===== config.mk =====
export PLATFORM = sky130hd
export DESIGN_NAME = sevenseg_scan
export DESIGN_NICKNAME = d
export VERILOG_FILES = /design/src/rtl/sevenseg_scan.sv
export SDC_FILE = /design/constraint.sdc
export NUM_CORES = 1
export LEC_CHECK = 0
export BUFFER_PORTS_ARGS = -buffer_cell sky130_fd_sc_hd__clkbuf_2
export CORE_MARGIN = 3
export CORE_UTILIZATION = 25
export DETAILED_ROUTE_END_ITERATION = 6
export SYNTH_ARGS = -nofsm -noshare
export SYNTH_HDL_FRONTEND = slang
export SYNTH_SLANG_ARGS = --single-unit

===== constraint.sdc =====
create_clock -name i_clk -period 2.3 [get_ports i_clk]
set_input_delay 0.23 -clock i_clk [delete_from_list [all_inputs] [get_ports i_clk]]
set_output_delay 0.23 -clock i_clk [all_outputs]
set_load 0.01 [all_outputs]

===== src/rtl/sevenseg_scan.sv =====
// sevenseg_scan: time-multiplexed driver for a 4-digit common-anode
// seven-segment display.
//
// Each digit owns a slot of SCAN_DIV clocks. The first BLANK_CYC clocks of
// every slot are dead time with everything off, which prevents ghosting
// while the anodes switch. The displayed data comes from a snapshot. The
// snapshot is taken once per frame, at the last clock of the digit-3 slot,
// so the display never shows a mix of two input states.
//
// Ports
//   i_clk          system clock, rising edge
//   i_reset        synchronous active-high reset
//   i_en           display enable, sampled every cycle (not snapshotted)
//   i_d0..i_d3     BCD digits, i_d0 least significant
//   i_dp[3:0]      decimal point per digit, 1 = lit
//   i_lzb          leading-zero blanking enable
//   o_seg[6:0]     segments {g,f,e,d,c,b,a}, active-low
//   o_dp           decimal point, active-low
//   o_an[3:0]      digit anodes, active-low, bit n = digit n
//   o_frame        one-cycle pulse after a snapshot is taken
module sevenseg_scan #(
    parameter int SCAN_DIV  = 50000,
    parameter int BLANK_CYC = 1000
) (
    input  logic       i_clk,
    input  logic       i_reset,
    input  logic       i_en,
    input  logic [3:0] i_d0,
    input  logic [3:0] i_d1,
    input  logic [3:0] i_d2,
    input  logic [3:0] i_d3,
    input  logic [3:0] i_dp,
    input  logic       i_lzb,
    output logic [6:0] o_seg,
    output logic       o_dp,
    output logic [3:0] o_an,
    output logic       o_frame
);

    localparam int CNT_W = $clog2(SCAN_DIV);
    localparam logic [CNT_W-1:0] CNT_LAST  = CNT_W'(SCAN_DIV - 1);
    localparam logic [CNT_W-1:0] CNT_BLANK = CNT_W'(BLANK_CYC);

    // cnt_q counts the clocks already spent in the current slot
    // (0..SCAN_DIV-1). The slot offset of the edge being processed is
    // therefore cnt_q + 1.
    logic [CNT_W-1:0] cnt_q, cnt_d;
    logic [1:0]       idx_q, idx_d;
    logic [15:0]      digits_q, digits_d;   // {d3,d2,d1,d0} snapshot
    logic [3:0]       dps_q, dps_d;
    logic             lzb_q, lzb_d;
    logic [3:0]       an_q, an_d;
    logic [6:0]       seg_q, seg_d;
    logic             dp_q, dp_d;
    logic             frame_q, frame_d;

    logic [3:0]       blank;
    logic             zero_run;
    logic             slot_last;
    logic             snap_take;
    logic [3:0]       cur_digit;

    function automatic logic [6:0] seg_code(input logic [3:0] v);
        case (v)
            4'd0:    seg_code = 7'h40;
            4'd1:    seg_code = 7'h79;
            4'd2:    seg_code = 7'h24;
            4'd3:    seg_code = 7'h30;
            4'd4:    seg_code = 7'h19;
            4'd5:    seg_code = 7'h12;
            4'd6:    seg_code = 7'h02;
            4'd7:    seg_code = 7'h78;
            4'd8:    seg_code = 7'h00;
            4'd9:    seg_code = 7'h10;
            default: seg_code = 7'h3F;  // non-BCD: dash (segment g only)
        endcase
    endfunction

    // Leading-zero blanking. Walk from the top digit down. The run stays
    // alive only while digits are zero and have no decimal point, so a lit
    // decimal point also protects every lower digit. Digit 0 is never blanked.
    always_comb begin
        blank    = '0;
        zero_run = lzb_q;
        for (int n = 3; n >= 1; n--) begin
            zero_run = zero_run & (digits_q[n*4 +: 4] == 4'd0) & ~dps_q[n];
            blank[n] = zero_run;
        end
    end

    always_comb begin
        slot_last = (cnt_q == CNT_LAST);
        snap_take = slot_last && (idx_q == 2'd3);

        cnt_d = slot_last ? '0 : cnt_q + 1'b1;
        idx_d = slot_last ? idx_q + 2'd1 : idx_q;

        digits_d = digits_q;
        dps_d    = dps_q;
        lzb_d    = lzb_q;
        if (snap_take) begin
            digits_d = {i_d3, i_d2, i_d1, i_d0};
            dps_d    = i_dp;
            lzb_d    = i_lzb;
        end
        frame_d = snap_take;

        // The display uses the snapshot held before this edge, so the new
        // frame first appears in the digit-0 slot that follows.
        cur_digit = digits_q[{idx_q, 2'b00} +: 4];
        an_d  = 4'b1111;
        seg_d = 7'h7F;
        dp_d  = 1'b1;
        // Offset cnt_q+1 is past the dead time when cnt_q >= BLANK_CYC.
        if (cnt_q >= CNT_BLANK && i_en && !blank[idx_q]) begin
            an_d  = ~(4'b0001 << idx_q);
            seg_d = seg_code(cur_digit);
            dp_d  = ~dps_q[idx_q];
        end
    end

    always_ff @(posedge i_clk) begin
        if (i_reset) begin
            cnt_q    <= '0;
            idx_q    <= 2'd0;
            // Keep tracking the inputs during reset so frame 0 shows the
            // values present at the last reset cycle.
            digits_q <= {i_d3, i_d2, i_d1, i_d0};
            dps_q    <= i_dp;
            lzb_q    <= i_lzb;
            an_q     <= 4'b1111;
            seg_q    <= 7'h7F;
            dp_q     <= 1'b1;
            frame_q  <= 1'b0;
        end else begin
            cnt_q    <= cnt_d;
            idx_q    <= idx_d;
            digits_q <= digits_d;
            dps_q    <= dps_d;
            lzb_q    <= lzb_d;
            an_q     <= an_d;
            seg_q    <= seg_d;
            dp_q     <= dp_d;
            frame_q  <= frame_d;
        end
    end

    assign o_an    = an_q;
    assign o_seg   = seg_q;
    assign o_dp    = dp_q;
    assign o_frame = frame_q;

endmodule


==> results.ini, run 1 <==
[sta]
post-route-period-util = 0.8570
fin_ws_ns = 0.3289
setup_viol = 0
fmax_ghz = 0.5073
worst_pin_slew_ns = 0.6048
maxSlewViolCount = 0
grt_setup_unrepaired = false
fin_tns_setup_ns = 0
hold_viol_final = 0
min_period_ns = 1.971
whs_ns = 0.08817
fin_skew_ns = 0.01079
slew_headroom = 0.5931

[finish]
fin_cells = 338
layout_common_cells = 36 x clkbuf_2, 31 x dfxtp_1, 21 x edfxtp_1, 19 x nor2_1, 15 x nand3_1
nets = 267
syn_to_final_growth_pct = 18.47
final_layout_size_suffix_gt1_frac = 0.2489
final_common_cell = clkbuf_2
diodes = 0
postLayoutCellArea_mm2 = 0.002640

[clocking]
cts_sinks = 52
cts_buffers = 5
clk_path_buf_depth = 2
holdBufCountCts = 0
post_cts.repair.setup_buffers = 0
clock_latency_ns = 0.31
htreeDepth = 2
cts_resized = 0
cts_tree = done
clockRootBuffer = clkbuf_8
path_clk_slew_ns = 0.10

[synth]
ys_async_sr_fraction = 0
synth_area_mm2 = 0.002228
mappedNetlistNets = 225
yosysWarnings = 0
seq_area_frac_synth = 0.5615
yosysUniqueCellTypes = 43
synth_edf_count = 21
synth_cells = 190
ys_seq_elements = 52
synth_flop_cell = dfxtp_1
avgSynthCellArea_um2 = 11.73

[run_status]
outcome = completed

[global_routing]
grt_overflow_total = 0
track_usage = 0.08794
grt_max_degree = 22
grt_pass1_wl_um = 6927
grt_pass1_vias = 1459
antenna_found_initial = 0

[placement]
dpl.hpwl_um = 3222
numPortBuffers = 36
placedInstanceArea_mm2 = 0.002544
gp_congestion = 0.7731
pre_cts_ws_ns = 0.3375
dpl.cell_count = 330

[hold_path]
hold_start = i_d0[3]
worstHoldPathType = in2reg

[detailed_routing]
vias_per_cell = 4.346
drt-total-wl_um = 4158
first_pass_iters = 4
wl_per_cell_um = 12.30
first_iter_violations = 54
ant_nets = 0
vias = 1469
remaining_drc_errors = 0

[power]
power.density_mw_per_mm2 = 612.6
p_leak_nw = 0.9570
ir_drop_v = 0.0003014

[floorplanning]
start_util = 0.2646
placementRows = 33
core_area_mm2 = 0.008423
dieArea_mm2 = 0.01008
die_w_um = 100.4
die_height_um = 100.4
io-pin-count = 37

[setup_path]
critPathLaunch = cnt_q[0]
regToRegStartpoint = cnt_q[0]
crit_required_ns = 2.32
start_kind = register
worst-setup-path-type = reg2reg
worst_ep_arrival_time_ns = 1.99
cp-end-kind = register
crit_fanout = 21

[flow_run]
maxCapViolCount = 0

[routing by layer]
| layer | GRT usage | share of wire | vias to the layer above |
|---|---|---|---|
| li1 | - | - | 762 |
| met1 | 0.1205 | 0.51 | 669 |
| met2 | 0.1315 | 0.43 | 31 |
| met3 | 0.02224 | 0.043 | 7 |
| met4 | 0.03731 | 0.016 | 0 |
| met5 | 0 | 0 | - |
[final timing paths]
check	cells past startpoint	slack, ns	endpoint
max	6	0.33	dps_q[2]
min	1	0.09	digits_q[3]
max reg2reg	6	0.33	dps_q[2]
min reg2reg	1	0.49	cnt_q[0]
[Yosys cell counts, types with 3 or more instances]
master    count  area share
xor2_1        6       0.024
inv_1        11       0.019
nand2_1      10       0.017
nor2_1       19       0.032
dfxtp_1      31        0.28
ha_1         11       0.062
o21ai_0       4      0.0090
edfxtp_1     21        0.28
nor4_1        3      0.0084
mux4_2        5       0.051
xnor2_1       6       0.024
nand4_1       4       0.011
a21oi_1       5       0.011
nor3_1        4      0.0090
nand3_1      15       0.034
[critical path, cell delays in order, from the launching register on]
cell and delay (ns):
dfxtp_1 0.41, ha_1 0.20, nand3_1 0.29, nor4_4 0.36, nand2_1 0.12, nand2b_1 0.13, buf_12 0.17
[logic make-up (layout without fill, tap and decap cells)]
kind of cell / after synthesis / in the layout / share of synthesized area
AND/OR/NAND/NOR: 74 / 74 / 0.1814
flip-flops: 52 / 52 / 0.5615
AO/OA/AOI/OAI: 19 / 19 / 0.05727
buffers and inverters: 16 / 59 / 0.03593
XOR/XNOR: 12 / 12 / 0.04716
adder cells (fa/ha/maj): 11 / 11 / 0.06176
multiplexers: 6 / 6 / 0.05503
[cell type report]
cell class / count / area, µm²
Inverter: 11 / 41.29
Fill cell: 875 / 5783
Clock inverter: 3 / 27.53
Timing Repair Buffer: 40 / 222.7
Multi-Input combinational cell: 122 / 897.1
Sequential cell: 52 / 1251
Tap cell: 105 / 131.4
Clock buffer: 5 / 68.82
[through the flow]
step,power (mW),util
2_1_floorplan,1.064,-
3_3_place_gp,1.099,0.3020
3_5_place_dp,1.100,0.3020
4_1_cts,1.644,0.3134
5_1_grt,1.697,0.3134
6_report,1.617,0.3134
[report_power, final]
group	leakage, nW	switching, mW	internal, mW	total [mW]
Clock	0.0463	0.316	0.224	0.540
Combinational	0.454	0.0395	0.0383	0.0778
Sequential	0.456	0.0140	0.986	1.00
[registers in the layout, summed over array words and instances, names as in the netlist]
register / count
digits_q: 16
dps_q: 4
lzb_q: 1
o_frame: 1
o_seg: 7
idx_q: 2
o_an: 4
o_dp: 1
cnt_q: 16
No activity file was read; power rests on OpenSTA's default activity.
==> inputs of run 2 (changes only) <==
Settings changed: CORE_UTILIZATION 25 to 45, PLACE_DENSITY from default to 0.69.
==> run 2 against run 1 <==
  * Utilization increased by 25 points
  * Setup slack got worse by 0.078 ns
  * Total power decreased by 3.7%
  * Register-to-register slack got worse by 0.08 ns
  * Clock-buffer cell count increased by 2
  * Sequential share of layout area increased by 1.1 points
  * Flip-flop and latch count unchanged
  * Worst hold slack improved by 0.016 ns
  * Routed wire length decreased by 8.2%
  * Cell count decreased by 12%
  * Clock power decreased by 11%
  * Sequential power about the same
  * Highest routed layer unchanged
==> results.ini, run 2 (synthesized netlist as in run 1, its figures left out) <==
[sta]
fmax_ghz = 0.4881  ; was 0.5073 GHz
slew_headroom = 0.6012  ; was 0.5931
fin_skew_ns = 0.006219  ; was 0.01079 ns
worst_pin_slew_ns = 0.5982  ; was 0.6048 ns
setup_viol = 0  ; unchanged
maxSlewViolCount = 0  ; unchanged
grt_setup_unrepaired = false  ; unchanged
min_period_ns = 2.049  ; was 1.971 ns
post-route-period-util = 0.8907  ; was 0.8570
hold_viol_final = 0  ; unchanged
fin_tns_setup_ns = 0  ; unchanged

[floorplanning]
die_height_um = 76.37  ; was 100.4 µm
io-pin-count = 37  ; unchanged
start_util = 0.4882  ; was 0.2646
die_w_um = 76.37  ; was 100.4 µm
core_area_mm2 = 0.004564  ; was 0.008423 mm²
placementRows = 24  ; was 33
dieArea_mm2 = 0.005832  ; was 0.01008 mm²

[placement]
dpl.hpwl_um = 2949  ; was 3222 µm
gp_congestion = 0.7938  ; was 0.7731
numPortBuffers = 36  ; unchanged
placedInstanceArea_mm2 = 0.002501  ; was 0.002544 mm²

[finish]
fill_cells = 429  ; was 875
syn_to_final_growth_pct = 15.83  ; was 18.47%
diodes = 0  ; unchanged
nets = 268  ; was 267
layout_common_cells = 36 x clkbuf_2, 31 x dfxtp_1, 21 x edfxtp_1, 19 x nor2_1, 15 x nand3_1  ; unchanged
final_common_cell = clkbuf_2  ; unchanged
postLayoutCellArea_mm2 = 0.002581  ; was 0.002640 mm²
final_layout_size_suffix_gt1_frac = 0.2393  ; was 0.2489

[clocking]
clockRootBuffer = clkbuf_8  ; unchanged
post_cts.repair.setup_buffers = 0  ; unchanged
clk_path_buf_depth = 2  ; unchanged
clock_latency_ns = 0.29  ; was 0.31 ns
cts_tree = done  ; unchanged
cts_buffers = 5  ; unchanged
cts_resized = 0  ; unchanged
holdBufCountCts = 0  ; unchanged
htreeDepth = 2  ; unchanged
cts_sinks = 52  ; unchanged
path_clk_slew_ns = 0.09  ; was 0.10 ns

[detailed_routing]
first_iter_violations = 67  ; was 54
remaining_drc_errors = 0  ; unchanged
vias = 1507  ; was 1469
drt-total-wl_um = 3815  ; was 4158 µm
first_pass_iters = 4  ; unchanged
ant_nets = 0  ; unchanged
wl_per_cell_um = 12.76  ; was 12.30 µm
vias_per_cell = 5.040  ; was 4.346

[hold_path]
worstHoldPathType = in2reg  ; unchanged

[global_routing]
grt_overflow_total = 0  ; unchanged
antenna_found_initial = 0  ; unchanged
grt_max_degree = 22  ; unchanged
grt_pass1_wl_um = 6741  ; was 6927 µm
track_usage = 0.1461  ; was 0.08794
grt_pass1_vias = 1440  ; was 1459

[setup_path]
cp-end-kind = register  ; unchanged
start_kind = register  ; unchanged
crit_required_ns = 2.46  ; was 2.32 ns
worst_ep_arrival_time_ns = 2.21  ; was 1.99 ns
worst-setup-path-type = reg2reg  ; unchanged
crit_fanout = 9  ; was 21

[power]
power.density_mw_per_mm2 = 603.3  ; was 612.6 mW/mm²
ir_drop_v = 0.0004495  ; was 0.0003014 V
p_leak_nw = 0.9554  ; was 0.9570 nW

[run_status]
outcome = completed  ; unchanged

[flow_run]
maxCapViolCount = 0  ; unchanged

==> run 2: cell types whose count changed in the layout (fill, tap and decap cells not counted) <==
cell / before / now
clkbuf_1: 0 / 2
buf_4: 3 / 4
clkinv_1: 0 / 1
clkinv_4: 1 / 0
clkinvlp_4: 1 / 0
inv_8: 1 / 0
==> run 2: where the power goes <==
part           internal, mW  leakage [nW]  switching, mW
sequential            0.986         0.456         0.0141
combinational        0.0394         0.459         0.0399
clock                 0.212        0.0399          0.266
total                  1.24         0.955          0.320
==> run 2: worst max-delay path: stages (launching register included) <==
cell and delay (ns):
dfxtp_1 0.57, mux4_2 0.66, o21a_1 0.22, a211oi_2 0.34, nand3_1 0.13
==> run 2: through the flow <==
stage / hold slack (ns) / power [mW] / utilization / cells / setup WS [ns]
finish: 0.1039 / 1.557 / 0.5655 / 299 / 0.2513
global route: 0.08438 / 1.639 / 0.5655 / 299 / 0.07372
CTS: 0.09541 / 1.577 / 0.5655 / 299 / 0.2222
detailed placement: 0.4086 / 1.102 / 0.5480 / 291 / 0.2365
global placement: 0.4083 / 1.100 / 0.5480 / 291 / 0.3060
floorplan: 0.3024 / 1.064 / - / 190 / 0.04284
==> run 2: worst paths after layout <==
path                      end  cells after the start  slack (ns)  startpoint
hold reg to reg      cnt_q[0]                      1        0.49    cnt_q[0]
setup / recovery     o_seg[1]                      4        0.25    idx_q[0]
setup reg to reg     o_seg[1]                      4        0.25    idx_q[0]
hold / removal    digits_q[6]                      1        0.10     i_d1[2]
==> run 2: metal layers <==
layer	GRT usage	wire length, µm
met1	0.1983	1847
met2	0.2170	1694
met3	0.04846	217
met4	0.05435	56
met5	0	0
==> run 2: layout make-up <==
type / instances / area [µm²] / area share
timing repair buffer: 41 / 230.2 / 0.08919
tap: 65 / 81.33 / 0.03151
sequential: 52 / 1251 / 0.4847
clock buffer: 7 / 76.32 / 0.02957
inverter: 11 / 41.29 / 0.01600
clock inverter: 1 / 3.754 / 0.001454
multi-input combinational: 122 / 897.1 / 0.3476
==> inputs of run 3 (changes only) <==
Settings changed: CORE_UTILIZATION 45 to 50, PLACE_DENSITY 0.69 to default, PLACE_DENSITY_LB_ADDON from default to 0.12.
==> run 3 against run 2 <==
  * Cell count down 5.4%
  * Via count rose by 0.46%
  * Flip-flop and latch count unchanged
  * Non-clock buffer count shrank 1
  * Die area down 9.2%
  * Global-route usage is 1.2 points higher
  * Clock skew shrank 0.0011 ns
  * First-iteration DRC count rose by 4.5%
  * Clock-buffer cell count decreased by 2
  * Register-to-register slack barely moved
  * Largest power group unchanged
  * Highest routed layer unchanged
==> results.ini, run 3 (synthesized netlist as in run 1, its figures left out) <==
[hold_path]
hold_start = i_d3[2]  ; was i_d1[2]
min_to = digits_q[14]  ; was digits_q[6]
hold_path_depth = 1  ; unchanged
worstHoldPathType = in2reg  ; unchanged

[detailed_routing]
first_pass_iters = 4  ; unchanged
remaining_drc_errors = 0  ; unchanged
first_iter_violations = 70  ; was 67
vias_per_cell = 5.350  ; was 5.040
vias = 1514  ; was 1507
ant_nets = 0  ; unchanged
drt-total-wl_um = 3807  ; was 3815 µm
wl_per_cell_um = 13.45  ; was 12.76 µm

[floorplanning]
die_height_um = 72.76  ; was 76.37 µm
start_util = 0.5377  ; was 0.4882
io-pin-count = 37  ; unchanged
die_w_um = 72.76  ; was 76.37 µm
dieArea_mm2 = 0.005294  ; was 0.005832 mm²
core_area_mm2 = 0.004144  ; was 0.004564 mm²
placementRows = 23  ; was 24

[clocking]
path_clk_slew_ns = 0.09  ; about the same
htreeDepth = 2  ; unchanged
clockRootBuffer = clkbuf_8  ; unchanged
holdBufCountCts = 0  ; unchanged
cts_buffers = 5  ; unchanged
clock_latency_ns = 0.30  ; was 0.29 ns
cts_sinks = 52  ; unchanged
cts_tree = done  ; unchanged
post_cts.repair.setup_buffers = 0  ; unchanged
cts_resized = 0  ; unchanged
clk_path_buf_depth = 2  ; unchanged

[sta]
whs_ns = 0.1024  ; was 0.1039 ns
setup_viol = 0  ; unchanged
maxSlewViolCount = 0  ; unchanged
fin_ws_ns = 0.2554  ; was 0.2513 ns
worst_pin_slew_ns = 0.6143  ; was 0.5982 ns
min_period_ns = 2.045  ; was 2.049 ns
slew_headroom = 0.5867  ; was 0.6012
fin_skew_ns = 0.005157  ; was 0.006219 ns
grt_setup_unrepaired = false  ; unchanged
hold_viol_final = 0  ; unchanged
fin_tns_setup_ns = 0  ; unchanged
fmax_ghz = 0.4891  ; was 0.4881 GHz
post-route-period-util = 0.8889  ; was 0.8907

[placement]
numPortBuffers = 36  ; unchanged
dpl.hpwl_um = 2894  ; was 2949 µm
pre_cts_ws_ns = 0.2691  ; was 0.2365 ns
placedInstanceArea_mm2 = 0.002475  ; was 0.002501 mm²
gp_congestion = 0.8136  ; was 0.7938

[power]
power.density_mw_per_mm2 = 649.1  ; was 603.3 mW/mm²
p_leak_nw = 0.9651  ; was 0.9554 nW
ir_drop_v = 0.0004823  ; was 0.0004495 V

[global_routing]
grt_max_degree = 22  ; unchanged
grt_pass1_vias = 1466  ; was 1440
grt_overflow_total = 0  ; unchanged
track_usage = 0.1579  ; was 0.1461
grt_pass1_wl_um = 6513  ; was 6741 µm
antenna_found_initial = 0  ; unchanged

[setup_path]
rr_endpoint = dps_q[0]  ; was o_seg[1]
worst-setup-path-type = reg2reg  ; unchanged
cp-end-kind = register  ; unchanged
cp_top_family = simple AND/OR/NAND/NOR gates  ; was multiplexers
start_kind = register  ; unchanged
worst_ep_arrival_time_ns = 2.05  ; was 2.21 ns
path_cells = or4_4, nor4_4, nand2_1, nand2b_1, buf_12  ; was mux4_2, o21a_1, a211oi_2, nand3_1
regToRegStartpoint = cnt_q[12]  ; was idx_q[0]
slowest_stage = or4_4  ; was mux4_2
rr_worst_depth = 5  ; was 4
crit_required_ns = 2.31  ; was 2.46 ns
worst_path_largest_cell_delay_ns = 0.57  ; was 0.66 ns
reg2reg_setup_slack_ns = 0.26  ; was 0.25 ns
crit_cells = 5  ; was 4
crit_fanout = 21  ; was 9
critPathBufInv = 1  ; was 0

[finish]
postLayoutCellArea_mm2 = 0.002586  ; was 0.002581 mm²
multi_input_area_um2 = 897.1  ; unchanged
register_area_mm2 = 0.001251  ; unchanged
final_common_cell = clkbuf_2  ; unchanged
layout_common_cells = 36 x clkbuf_2, 31 x dfxtp_1, 21 x edfxtp_1, 19 x nor2_1, 15 x nand3_1  ; unchanged
nets = 267  ; was 268
final_layout_size_suffix_gt1_frac = 0.2446  ; was 0.2393
syn_to_final_growth_pct = 16.06  ; was 15.83%
final_util = 0.6241  ; was 0.5655
diodes = 0  ; unchanged
fill_cells = 371  ; was 429

[flow_run]
maxCapViolCount = 0  ; unchanged

[run_status]
outcome = completed  ; unchanged

==> run 3: cell types whose count changed in the layout (fill, tap and decap cells not counted) <==
cell	previous run	this run
clkinv_4	0	1
buf_4	4	3
clkbuf_1	2	0
bufinv_16	0	1
==> run 3: area by class of cell <==
class / count / area share
clock buffers: 5 / 0.02661
multi-input cells: 122 / 0.3469
well taps: 50 / 0.02419
clock inverters: 3 / 0.01645
repair buffers: 40 / 0.08612
inverters: 11 / 0.01597
flip-flops and latches: 52 / 0.4838
==> run 3: metal layers <==
metal  GRT usage  wire length, µm  up-vias
li1            -                -      761
met1      0.2059             1781      709
met2      0.2495             1715       40
met3     0.04683              257        4
met4     0.05738               53        0
met5           0                0        -
==> run 3: how the worst max path moves through the flow <==
stage,start,endpoint,slack [ns]
3_3_place_gp,cnt_q[12],digits_q[6],0.29
3_5_place_dp,cnt_q[12],digits_q[10],0.27
5_1_grt,cnt_q[12],digits_q[0],0.14
4_1_cts,cnt_q[12],digits_q[1],0.25
6_report,cnt_q[12],dps_q[0],0.26
2_1_floorplan,cnt_q[12],digits_q[0],0.04
==> run 3: metrics by stage <==
step | cells | total power, mW
after floorplan | 190 | 1.064
final | 283 | 1.679
after global placement | 275 | 1.095
after CTS | 283 | 1.702
after detailed placement | 275 | 1.100
after global routing | 283 | 1.747
==> run 3: report_power, final <==
group	switching, mW	internal, mW
combinational	0.0398	0.0383
sequential	0.0141	0.986
clock	0.279	0.322
total	0.333	1.35
==> run 3: worst register-to-register path: cells and delay by family, from the launching register on <==
family / cells / cell delay, ns
AND/OR/NAND/NOR: 4 / 1.21
flip-flops: 1 / 0.36
buffers and inverters: 1 / 0.17
